### src/rtl/serial_deframer_pkg.sv
// Shared types and constants for the serial deframer and its output slice.
package serial_deframer_pkg;

  typedef enum logic [1:0] {
    IDLE = 2'd0,
    DATA = 2'd1,
    STOP = 2'd2
  } deframer_state_t;

  localparam logic START_LEVEL_DEFAULT = 1'b1;
  localparam logic STOP_LEVEL_DEFAULT  = 1'b0;
  localparam int   DEFRAMER_MAX_WIDTH  = 32;

endpackage

### src/rtl/deframer_out_slice.sv
// Output holding register for received words: valid/ready handshake and
// overrun detection when a new word arrives while the old one is unconsumed.
module deframer_out_slice #(
  parameter int WIDTH = 8
) (
  input  logic             clk_i,
  input  logic             rst_i,
  input  logic             load_i,
  input  logic [WIDTH-1:0] word_i,
  input  logic             ready_i,
  output logic [WIDTH-1:0] data_o,
  output logic             valid_o,
  output logic             overrun_o
);

  logic [WIDTH-1:0] data_q, data_d;
  logic             valid_q, valid_d;
  logic             overrun_q, overrun_d;

  always_comb begin
    data_d    = data_q;
    valid_d   = valid_q;
    overrun_d = 1'b0;
    if (load_i) begin
      // A load on the same edge as an accept wins: the slot is refilled.
      if (!valid_q || ready_i) begin
        data_d  = word_i;
        valid_d = 1'b1;
      end else begin
        overrun_d = 1'b1;
      end
    end else if (valid_q && ready_i) begin
      valid_d = 1'b0;
    end
  end

  always_ff @(posedge clk_i) begin
    if (rst_i) begin
      data_q    <= '0;
      valid_q   <= 1'b0;
      overrun_q <= 1'b0;
    end else begin
      data_q    <= data_d;
      valid_q   <= valid_d;
      overrun_q <= overrun_d;
    end
  end

  assign data_o    = data_q;
  assign valid_o   = valid_q;
  assign overrun_o = overrun_q;

endmodule

### src/rtl/serial_deframer.sv
// Serial deframer: start-bit detect, LSB-first shift of WIDTH data bits,
// stop-bit check, then hand-off to the output slice.
module serial_deframer
  import serial_deframer_pkg::*;
#(
  parameter int   WIDTH       = 8,
  parameter logic START_LEVEL = START_LEVEL_DEFAULT,
  parameter logic STOP_LEVEL  = STOP_LEVEL_DEFAULT
) (
  input  logic             Clock,
  input  logic             Reset,
  input  logic             DataIn,
  input  logic             DataEn,
  output logic [WIDTH-1:0] DataOut,
  output logic             DataValid,
  input  logic             DataReady,
  output logic             FrameErr,
  output logic             Overrun
);

  localparam int              CNT_W    = $clog2(WIDTH);
  localparam logic [CNT_W-1:0] LAST_BIT = CNT_W'(WIDTH - 1);

  deframer_state_t  state_q, state_d;
  logic [CNT_W-1:0] cnt_q, cnt_d;
  logic [WIDTH-1:0] shift_q, shift_d;
  logic             frame_err_q, frame_err_d;
  logic             load;

  always_comb begin
    state_d     = state_q;
    cnt_d       = cnt_q;
    shift_d     = shift_q;
    frame_err_d = 1'b0;
    load        = 1'b0;
    if (DataEn) begin
      case (state_q)
        IDLE: begin
          if (DataIn == START_LEVEL) begin
            state_d = DATA;
            cnt_d   = '0;
          end
        end
        DATA: begin
          shift_d[cnt_q] = DataIn;
          cnt_d          = cnt_q + 1'b1;
          if (cnt_q == LAST_BIT) state_d = STOP;
        end
        STOP: begin
          // No resync search on a bad stop bit: just drop back to IDLE.
          state_d = IDLE;
          if (DataIn == STOP_LEVEL) load = 1'b1;
          else                      frame_err_d = 1'b1;
        end
        default: state_d = IDLE;
      endcase
    end
  end

  always_ff @(posedge Clock) begin
    if (Reset) begin
      state_q     <= IDLE;
      cnt_q       <= '0;
      shift_q     <= '0;
      frame_err_q <= 1'b0;
    end else begin
      state_q     <= state_d;
      cnt_q       <= cnt_d;
      shift_q     <= shift_d;
      frame_err_q <= frame_err_d;
    end
  end

  deframer_out_slice #(
    .WIDTH(WIDTH)
  ) u_out (
    .clk_i     (Clock),
    .rst_i     (Reset),
    .load_i    (load),
    .word_i    (shift_q),
    .ready_i   (DataReady),
    .data_o    (DataOut),
    .valid_o   (DataValid),
    .overrun_o (Overrun)
  );

  assign FrameErr = frame_err_q;

endmodule

### config.mk
export PLATFORM = sky130hd
export DESIGN_NAME = serial_deframer
export DESIGN_NICKNAME = d
export VERILOG_FILES = /design/src/rtl/serial_deframer_pkg.sv /design/src/rtl/deframer_out_slice.sv /design/src/rtl/serial_deframer.sv
export SDC_FILE = /design/constraint.sdc
export NUM_CORES = 1
export LEC_CHECK = 0
export CORE_MARGIN = 2
export CORE_UTILIZATION = 53
export CTS_CLUSTER_SIZE = 28
export DETAILED_ROUTE_END_ITERATION = 10
export DONT_BUFFER_PORTS = 1
export PLACE_DENSITY = 0.73
export SYNTH_ARGS = -nofsm -noshare
export SYNTH_HDL_FRONTEND = slang
export SYNTH_SLANG_ARGS = --single-unit
### constraint.sdc
create_clock -name Clock -period 3.6 [get_ports Clock]
set_clock_uncertainty 0.1 [all_clocks]
set_input_delay 0.36 -clock Clock [delete_from_list [all_inputs] [get_ports Clock]]
set_output_delay 0.36 -clock Clock [all_outputs]
set_load 0.01 [all_outputs]
==> results of run 1 <==
[placed cells by master, fill, tap and decap left out, types with 3 or more instances in the layout]
master | netlist | routed
nor3_1 | 4 | 4
nand2b_1 | 21 | 21
mux2i_1 | 16 | 16
nor2_1 | 6 | 6
nand4b_1 | 3 | 3
a21oi_1 | 5 | 5
nor2b_1 | 3 | 3
clkbuf_4 | 0 | 3
dfxtp_1 | 24 | 24
[cell usage after synthesis, drive strengths merged]
master	n
nor2b	3
nor4	2
o21ai	3
nor3	4
o31ai	1
mux2i	16
dfxtp	24
mux2	1
ha	2
clkbuf	4
a21oi	5
nand2	2
nand3	2
nand4b	3
buf	3
nand2b	21
nand4bb	1
or3b	1
nor2	6
nand4	1
or4b	2
[critical path: cells and delay by family, from the launching register on]
family           cells  cell delay (ns)
multiplexers         1             0.25
AND/OR/NAND/NOR      2             0.79
flip-flops           1             0.56
[per-layer routing]
metal,track usage,wire length (um)
met1,0.2020,810
met2,0.2662,853
met3,0.04321,72
met4,0.07143,24
met5,0,0
[registers in the layout, indices dropped and copies added (netlist names)]
register and flops:
u_out.data_o 8, state_q 2, u_out.valid_o 1, cnt_q 3, FrameErr 1, shift_q 8
u_out.overrun_o 1
[power by group]
| group | internal (uW) | leakage [uW] | total (uW) | switching (uW) |
|---|---|---|---|---|
| registers | 269 | 0.000194 | 275 | 6.21 |
| logic | 11.3 | 0.000170 | 19.6 | 8.33 |
| clock network | 61.9 | 0.0000210 | 141 | 79.2 |
[path summary, 6_finish.rpt]
check / to / slack [ns] / depth (start not counted) / startpoint
setup / recovery: u_out.data_o[5] / 1.84 / 3 / state_q[1]
hold / removal: state_q[0] / 0.03 / 1 / Reset
setup reg to reg: u_out.data_o[5] / 1.84 / 3 / state_q[1]
hold reg to reg: shift_q[7] / 0.39 / 2 / shift_q[7]
[cells by family after synthesis]
kind of cell             count (synthesis)  share of synthesized area
AND/OR/NAND/NOR                         48                     0.2806
flip-flops                              24                     0.4566
multiplexers                            17                     0.1629
AO/OA/AOI/OAI                            9                    0.04518
buffers and inverters                    7                    0.03091
adder cells (fa/ha/maj)                  2                    0.02378
[repair_timing]
item / CTS / global route
endpoints found under the hold margin: 5 / 1
resized for setup: 0 / 0
hold buffers: 1 / 1
[layout make-up]
cell class              instances  share of cell area
flip-flops and latches         24              0.4329
clock buffers                   4             0.03269
well taps                      27             0.03044
multi-input cells              76              0.4859
repair buffers                  2             0.01804
[stage by stage]
step	hold WS [ns]	total power (uW)	util
final	0.03076	435.6	0.5775
after global routing	0.03125	448.4	0.5775
after CTS	0.001212	437.2	0.5723
after detailed placement	0.3348	297.4	0.5482
after global placement	0.3325	296.8	0.5482
after floorplan	0.3576	298.9	-
==> metrics.cfg, run 1 <==
[run_status]
status = finished, final reports clean

[final_layout]
diodes = 0
drive_above_1_share = 0.04717
postLayoutCellArea_um2 = 1110
final_cells = 133
multi_input_area_um2 = 539.3
n_fill_cell = 181
area_delta_synth_final_pct = 5.469
seqCellArea_um2 = 480.5
finalNetCount = 114

[global_route]
grt_pass1_vias = 691
grt_max_degree = 22
antenna_found_initial = 0
grt_overflow_total = 0
grt_pass1_wl_um = 3001
grt.total_usage = 0.1627

[yosys]
syn_inst = 107
synth_cell_types = 23
ys_ff_latch = 24
synthTopCellsByArea = dfxtp_1 (46%), mux2i_1 (15%), nand2b_1 (12%), nand4b_1 (2.5%), a21oi_1 (2.4%)
synth_top_area_cell = dfxtp_1
synthesis.area_um2 = 1052
yosys_warnings = 0
ys_seq_area_frac = 0.4566
synth_top_area_share = 0.4566
syn_nets = 114
syn_area_per_cell_um2 = 9.834

[worst_hold_path]
hp-class = in -> reg

[worst_setup_path]
crit_chain = nand4bb_1, nor2b_1, mux2i_1
crit_arrival_ns = 1.92
max_stage_delay_ns = 0.56
cp.required_ns = 3.76
end_kind = flip-flop
setup.worst_path.start_class = flip-flop
crit_type = reg -> reg
cp_max_fo = 13
worst_path_max_delay_cell = dfxtp_1

[sta]
final.setup.worst_slack_ns = 1.836
period_minus_slack_ns = 1.764
rsz0062_at_grt = false
max_freq_mhz = 567.0
fin_tns_setup_ns = 0
setup_viol = 0
final_max_slew_viol_count = 0
relSlewSlack = 0.5708
worst_pin_slew_ns = 0.6425
finalHoldViolCount = 0
finalCritPeriodShare = 0.4899

[floorplan]
pin_count = 16
design.die.area_um2 = 2358
fp-row-count = 16
core_area_um2 = 1922
die_h_um = 48.56
fp.dieW_um = 48.56
floorplan.initialDensity = 0.5475

[placed_design]
placed_cell_area_um2 = 1054
dp.cells = 127
gp_congestion = 0.6926
dp_hpwl_um = 1230
place_ws_ns = 1.889
port_buffers = 0

[clock_tree]
root_buffer = clkbuf_4
cts_buffers = 3
clock_sinks = 24
htree_levels = 1
clk_pin_slew_ns = 0.13
cts_tree = done
post_cts_buffers = 0
clk-insertion-delay-late_ns = 0.32
cts_max_path_buffers = 2

[route]
viasPerCell = 5.579
drt-wirelength-per-cell_um = 13.24
drt-pass1-iter-count = 4
num_vias = 742
drc = 0
drtAntennaViolNets = 0
initialDrtViolationCount = 16
wl_um = 1761

[flow_run]
drv_cap = 0

[power]
power.density_nw_per_um2 = 392.5
p_leak_uw = 0.0003842
ir_drop_mv = 0.2145

No activity file was read; power rests on OpenSTA's default activity.
==> run 2, diff against run 1 <==
PLACE_DENSITY = 0.76   (was 0.73)
clock period = 1.6 ns   (was 3.6 ns; I/O delays follow)
==> metrics.cfg, run 2 (synthesis results as in run 1) <==
[run_status]
status = finished, final reports clean

[worst_setup_path]
crit_chain = ha_1, ha_1, nand3_1, mux2_2, nor2_1
worst_path_max_delay_cell = dfxtp_1
cp_max_fo = 9  ; -4
max_stage_delay_ns = 0.50  ; -0.06 ns
r2r-start = cnt_q[0]
crit_buf_inv = 0  ; unchanged
crit_type = reg -> reg
crit_top_cell = ha_1
cp.required_ns = 1.75  ; -2.01 ns
r2r_end = state_q[1]
reg2reg_slack_ns = 0.14  ; -1.70 ns
end_kind = flip-flop
r2r_cells = 5  ; +2
setup.worst_path.start_class = flip-flop
crit_family = flip-flops
crit_arrival_ns = 1.61  ; -0.31 ns

[placed_design]
gp_congestion = 0.7148  ; +3.2%
place_ws_ns = 0.1447  ; -1.745 ns
dp_hpwl_um = 1222  ; -0.67%
port_buffers = 0  ; unchanged

[sta]
finalHoldViolCount = 0  ; unchanged
finalCritPeriodShare = 0.9134  ; +0.4234
max_freq_mhz = 684.3  ; +21%
final_max_slew_viol_count = 0  ; unchanged
period_minus_slack_ns = 1.461  ; -0.3024 ns
fin_tns_setup_ns = 0  ; unchanged
rsz0062_at_grt = false
worst_pin_slew_ns = 0.6764  ; +0.03396 ns
relSlewSlack = 0.5476  ; -0.02325
setup_viol = 0  ; unchanged
final.setup.worst_slack_ns = 0.1386  ; -1.698 ns

[floorplan]
die_h_um = 48.56  ; unchanged
fp.dieW_um = 48.56  ; unchanged
floorplan.initialDensity = 0.5475  ; unchanged
fp-row-count = 16  ; unchanged
design.die.area_um2 = 2358  ; unchanged
core_area_um2 = 1922  ; unchanged
pin_count = 16  ; unchanged

[route]
viasPerCell = 5.372  ; -3.7%
drtAntennaViolNets = 0  ; unchanged
drt-wirelength-per-cell_um = 13.43  ; +1.4%
initialDrtViolationCount = 8  ; -8
drt-pass1-iter-count = 4  ; unchanged
drc = 0  ; unchanged
num_vias = 736  ; -0.81%
wl_um = 1840  ; +4.5%

[flow_run]
drv_cap = 0  ; unchanged

[clock_tree]
cts_tree = done
root_buffer = clkbuf_4
cts_max_path_buffers = 2  ; unchanged
clk-insertion-delay-late_ns = 0.31  ; about the same
htree_levels = 1  ; unchanged
clock_sinks = 24  ; unchanged
cts_buffers = 3  ; unchanged
clk_pin_slew_ns = 0.13  ; about the same

[final_layout]
finalNetCount = 118  ; +3.5%
area_delta_synth_final_pct = 8.918
seqCellArea_um2 = 481.7  ; +0.26%
multi_input_area_um2 = 539.3  ; unchanged
diodes = 0  ; unchanged
drive_above_1_share = 0.07273  ; +0.02556
final_common_cell = dfxtp_1
n_fill_cell = 170  ; -6.1%
layout_common_cells = dfxtp_1 (23), nand2b_1 (21), mux2i_1 (16), nor2_1 (6), a21oi_1 (5)

[global_route]
grt_overflow_total = 0  ; unchanged
grt_pass1_vias = 712  ; +3.0%
antenna_found_initial = 0  ; unchanged
grt_pass1_wl_um = 3063  ; +2.1%
grt_max_degree = 25  ; +14%
grt.total_usage = 0.1648  ; +0.002085

[worst_hold_path]
hold_end = shift_q[4]
holdPathStages = 3  ; +2
min_from = DataEn
hp-class = in -> reg

[power]
ir_drop_mv = 0.5057  ; +140%
p_leak_uw = 0.0004036  ; +5.1%
power.density_nw_per_um2 = 869.0  ; +120%

[run 2: cell count changes in the layout (fill, tap and decap cells not counted), sizes merged]
cell / previous run / this run
buf: 0 / 2
dlygate4sd3: 2 / 4
[run 2: timing repair]
action / 4_1_cts / 5_1_grt
hold endpoints to repair: 24 / 0
buffers inserted: 0 / 0
hold buffers: 4 / 0
resized for setup: 0 / 1
setup endpoints to repair: 0 / 2
[run 2: metal layers]
metal  global-route usage  routed length, um  vias to the layer above
met5                    0                  0                        -
met4              0.04762                  0                        0
met3              0.03086                 71                        0
met2               0.2870                891                       17
met1               0.2083                877                      336
li1                     -                  -                      383
[run 2: area by class of cell]
type,instances,area share
flip-flops and latches,24,0.4203
well taps,27,0.02948
multi-input cells,76,0.4705
clock buffers,4,0.03166
repair buffers,6,0.04803
[run 2: where the power goes]
part	internal, uW	switching, uW
clock network	139	178
logic	32.3	31.7
registers	605	10.3
[run 2: how the worst max path moves through the flow]
stage                          start         endpoint  slack [ns]  depth (start not counted)
after floorplan             cnt_q[0]       state_q[1]        0.32                          5
after CTS                 state_q[1]  u_out.data_o[6]        0.10                          4
after global placement    state_q[1]  u_out.data_o[4]        0.21                          4
after global routing        cnt_q[0]       state_q[1]        0.03                          5
final                       cnt_q[0]       state_q[1]        0.14                          5
after detailed placement  state_q[1]  u_out.data_o[6]        0.14                          4
[run 2: worst reg2reg max path: stages (launching register included)]
cell and delay [ns]:
dfxtp_1 0.50, ha_1 0.20, ha_1 0.17, nand3_1 0.08
mux2_2 0.27, nor2_1 0.08
[run 2: stage by stage]
step	instance area, um2	cells	power (uW)	hold slack [ns]	util
floorplan	1052	107	672.6	0.2402	-
global placement	1069	129	671.9	0.1323	0.5560
detailed placement	1069	129	674.9	0.1338	0.5560
CTS	1145	137	1001	0.001194	0.5957
global route	1146	137	1038	0.008290	0.5964
finish	1146	137	996.0	0.007434	0.5964
==> run 3, diff against run 2 <==
CTS_CLUSTER_DIAMETER = 50   (was unset)
PLACE_DENSITY = 0.72   (was 0.76)
==> metrics.cfg, run 3 (synthesis results as in run 1) <==
[route]
wl_um = 1792  ; -2.6%
drt-pass1-iter-count = 4  ; unchanged
initialDrtViolationCount = 11  ; +3
drc = 0  ; unchanged
num_vias = 737  ; +0.14%
drtAntennaViolNets = 0  ; unchanged
viasPerCell = 5.341  ; -0.59%
drt-wirelength-per-cell_um = 12.99  ; -3.3%

[floorplan]
fp-row-count = 16  ; unchanged
design.die.area_um2 = 2358  ; unchanged
core_area_um2 = 1922  ; unchanged
pin_count = 16  ; unchanged
fp.dieW_um = 48.56  ; unchanged
die_h_um = 48.56  ; unchanged
floorplan.initialDensity = 0.5475  ; unchanged

[global_route]
grt_overflow_total = 0  ; unchanged
grt.total_usage = 0.1666  ; +0.001758
grt_pass1_vias = 749  ; +5.2%
grt_pass1_wl_um = 3111  ; +1.6%
grt_max_degree = 25  ; unchanged
antenna_found_initial = 0  ; unchanged

[sta]
fin_tns_setup_ns = 0  ; unchanged
finalHoldViolCount = 0  ; unchanged
max_freq_mhz = 678.7  ; -0.81%
rsz0062_at_grt = false
period_minus_slack_ns = 1.473  ; +0.01199 ns
final_max_slew_viol_count = 0  ; unchanged
finalCritPeriodShare = 0.9209  ; +0.007497
relSlewSlack = 0.5386  ; -0.008961
worst_pin_slew_ns = 0.6898  ; +0.01340 ns
setup_viol = 0  ; unchanged

[clock_tree]
cts_max_path_buffers = 2  ; unchanged
postCtsResizedCells = 0  ; unchanged
cts_buffers = 3  ; unchanged
clock_sinks = 24  ; unchanged
clk_pin_slew_ns = 0.13  ; about the same
cts_tree = done
clk-insertion-delay-late_ns = 0.31  ; about the same
root_buffer = clkbuf_4
htree_levels = 1  ; unchanged
post_cts_buffers = 0  ; unchanged

[final_layout]
final_common_cell = dfxtp_1
layout_common_cells = dfxtp_1 (24), nand2b_1 (21), mux2i_1 (16), nor2_1 (6)
postLayoutCellArea_um2 = 1171  ; +2.2%
multi_input_area_um2 = 539.3  ; unchanged
finalNetCount = 119  ; +0.85%
utilization = 0.6094  ; +0.01302
drive_above_1_share = 0.06306  ; -0.009664
seqCellArea_um2 = 480.5  ; -0.26%
diodes = 0  ; unchanged
area_delta_synth_final_pct = 11.30
n_fill_cell = 176  ; +3.5%

[worst_setup_path]
end_kind = flip-flop
cp.required_ns = 1.75  ; about the same
r2r_cells = 4  ; -1
setup.worst_path.start_class = flip-flop
crit_arrival_ns = 1.62  ; about the same
cp_max_fo = 13  ; +4
crit_type = reg -> reg

[power]
p_leak_uw = 0.0004142  ; +2.6%
power.density_nw_per_um2 = 948.1  ; +9.1%
p_total_uw = 1110  ; +11%
ir_drop_mv = 0.6469  ; +28%

[placed_design]
gp_congestion = 0.7259  ; +1.6%
dp_hpwl_um = 1215  ; -0.53%
placed_cell_area_um2 = 1069  ; unchanged
port_buffers = 0  ; unchanged

[worst_hold_path]
hp-class = in -> reg
holdPathStages = 3  ; unchanged

[run_status]
status = finished, final reports clean

[flow_run]
drv_cap = 0  ; unchanged

-- run 3: cell types whose count changed in the layout (fill, tap and decap cells not counted), sizes merged --
cell	previous run	this run
dlygate4sd3	4	5
bufinv	0	1
clkbuf	4	3
-- run 3: power by group --
part	leakage (uW)	switching (uW)	internal, uW	total, uW
clock	0.0000279	177	253	430
combinational	0.000193	30.8	33.8	64.7
sequential	0.000194	10.9	605	615
total	0.000414	219	891	1110
-- run 3: final timing paths --
kind / slack, ns / end / from
setup / recovery: 0.13 / u_out.data_o[2] / state_q[1]
hold / removal: 0.02 / shift_q[4] / DataEn
setup reg to reg: 0.13 / u_out.data_o[2] / state_q[1]
hold reg to reg: 0.39 / shift_q[7] / shift_q[7]
-- run 3: area by class of cell --
type,count,area share
clock inverter,1,0.02564
sequential,24,0.4103
clock buffer,3,0.01923
tap,27,0.02885
multi-input combinational,76,0.4605
timing repair buffer,7,0.05556
-- run 3: worst max-delay path, cell delays in order, from the launching register on --
cell	delay [ns]
dfxtp_1	0.57
nand4bb_1	0.22
nor2b_1	0.16
buf_4	0.17
mux2i_1	0.19
-- run 3: timing repair --
item,CTS,global route
endpoints found under the hold margin,23,1
endpoints found under the setup margin,0,0
hold buffers,4,1
-- run 3: through the flow --
step                hold slack, ns  setup WS (ns)  cells
floorplan                   0.2402         0.3243    107
global placement            0.1328         0.1949    129
detailed placement          0.1356         0.1709    129
CTS                      0.0007901         0.1324    137
global route               0.02220        0.02263    138
finish                     0.01797         0.1266    138
-- run 3: per-layer routing --
layer / share of wire / track usage / wire [um] / vias up
li1: - / - / - / 379
met1: 0.46 / 0.2020 / 827 / 345
met2: 0.50 / 0.3032 / 893 / 13
met3: 0.040 / 0.03086 / 71 / 0
met4: 0 / 0.04286 / 0 / 0
met5: 0 / 0 / 0 / -
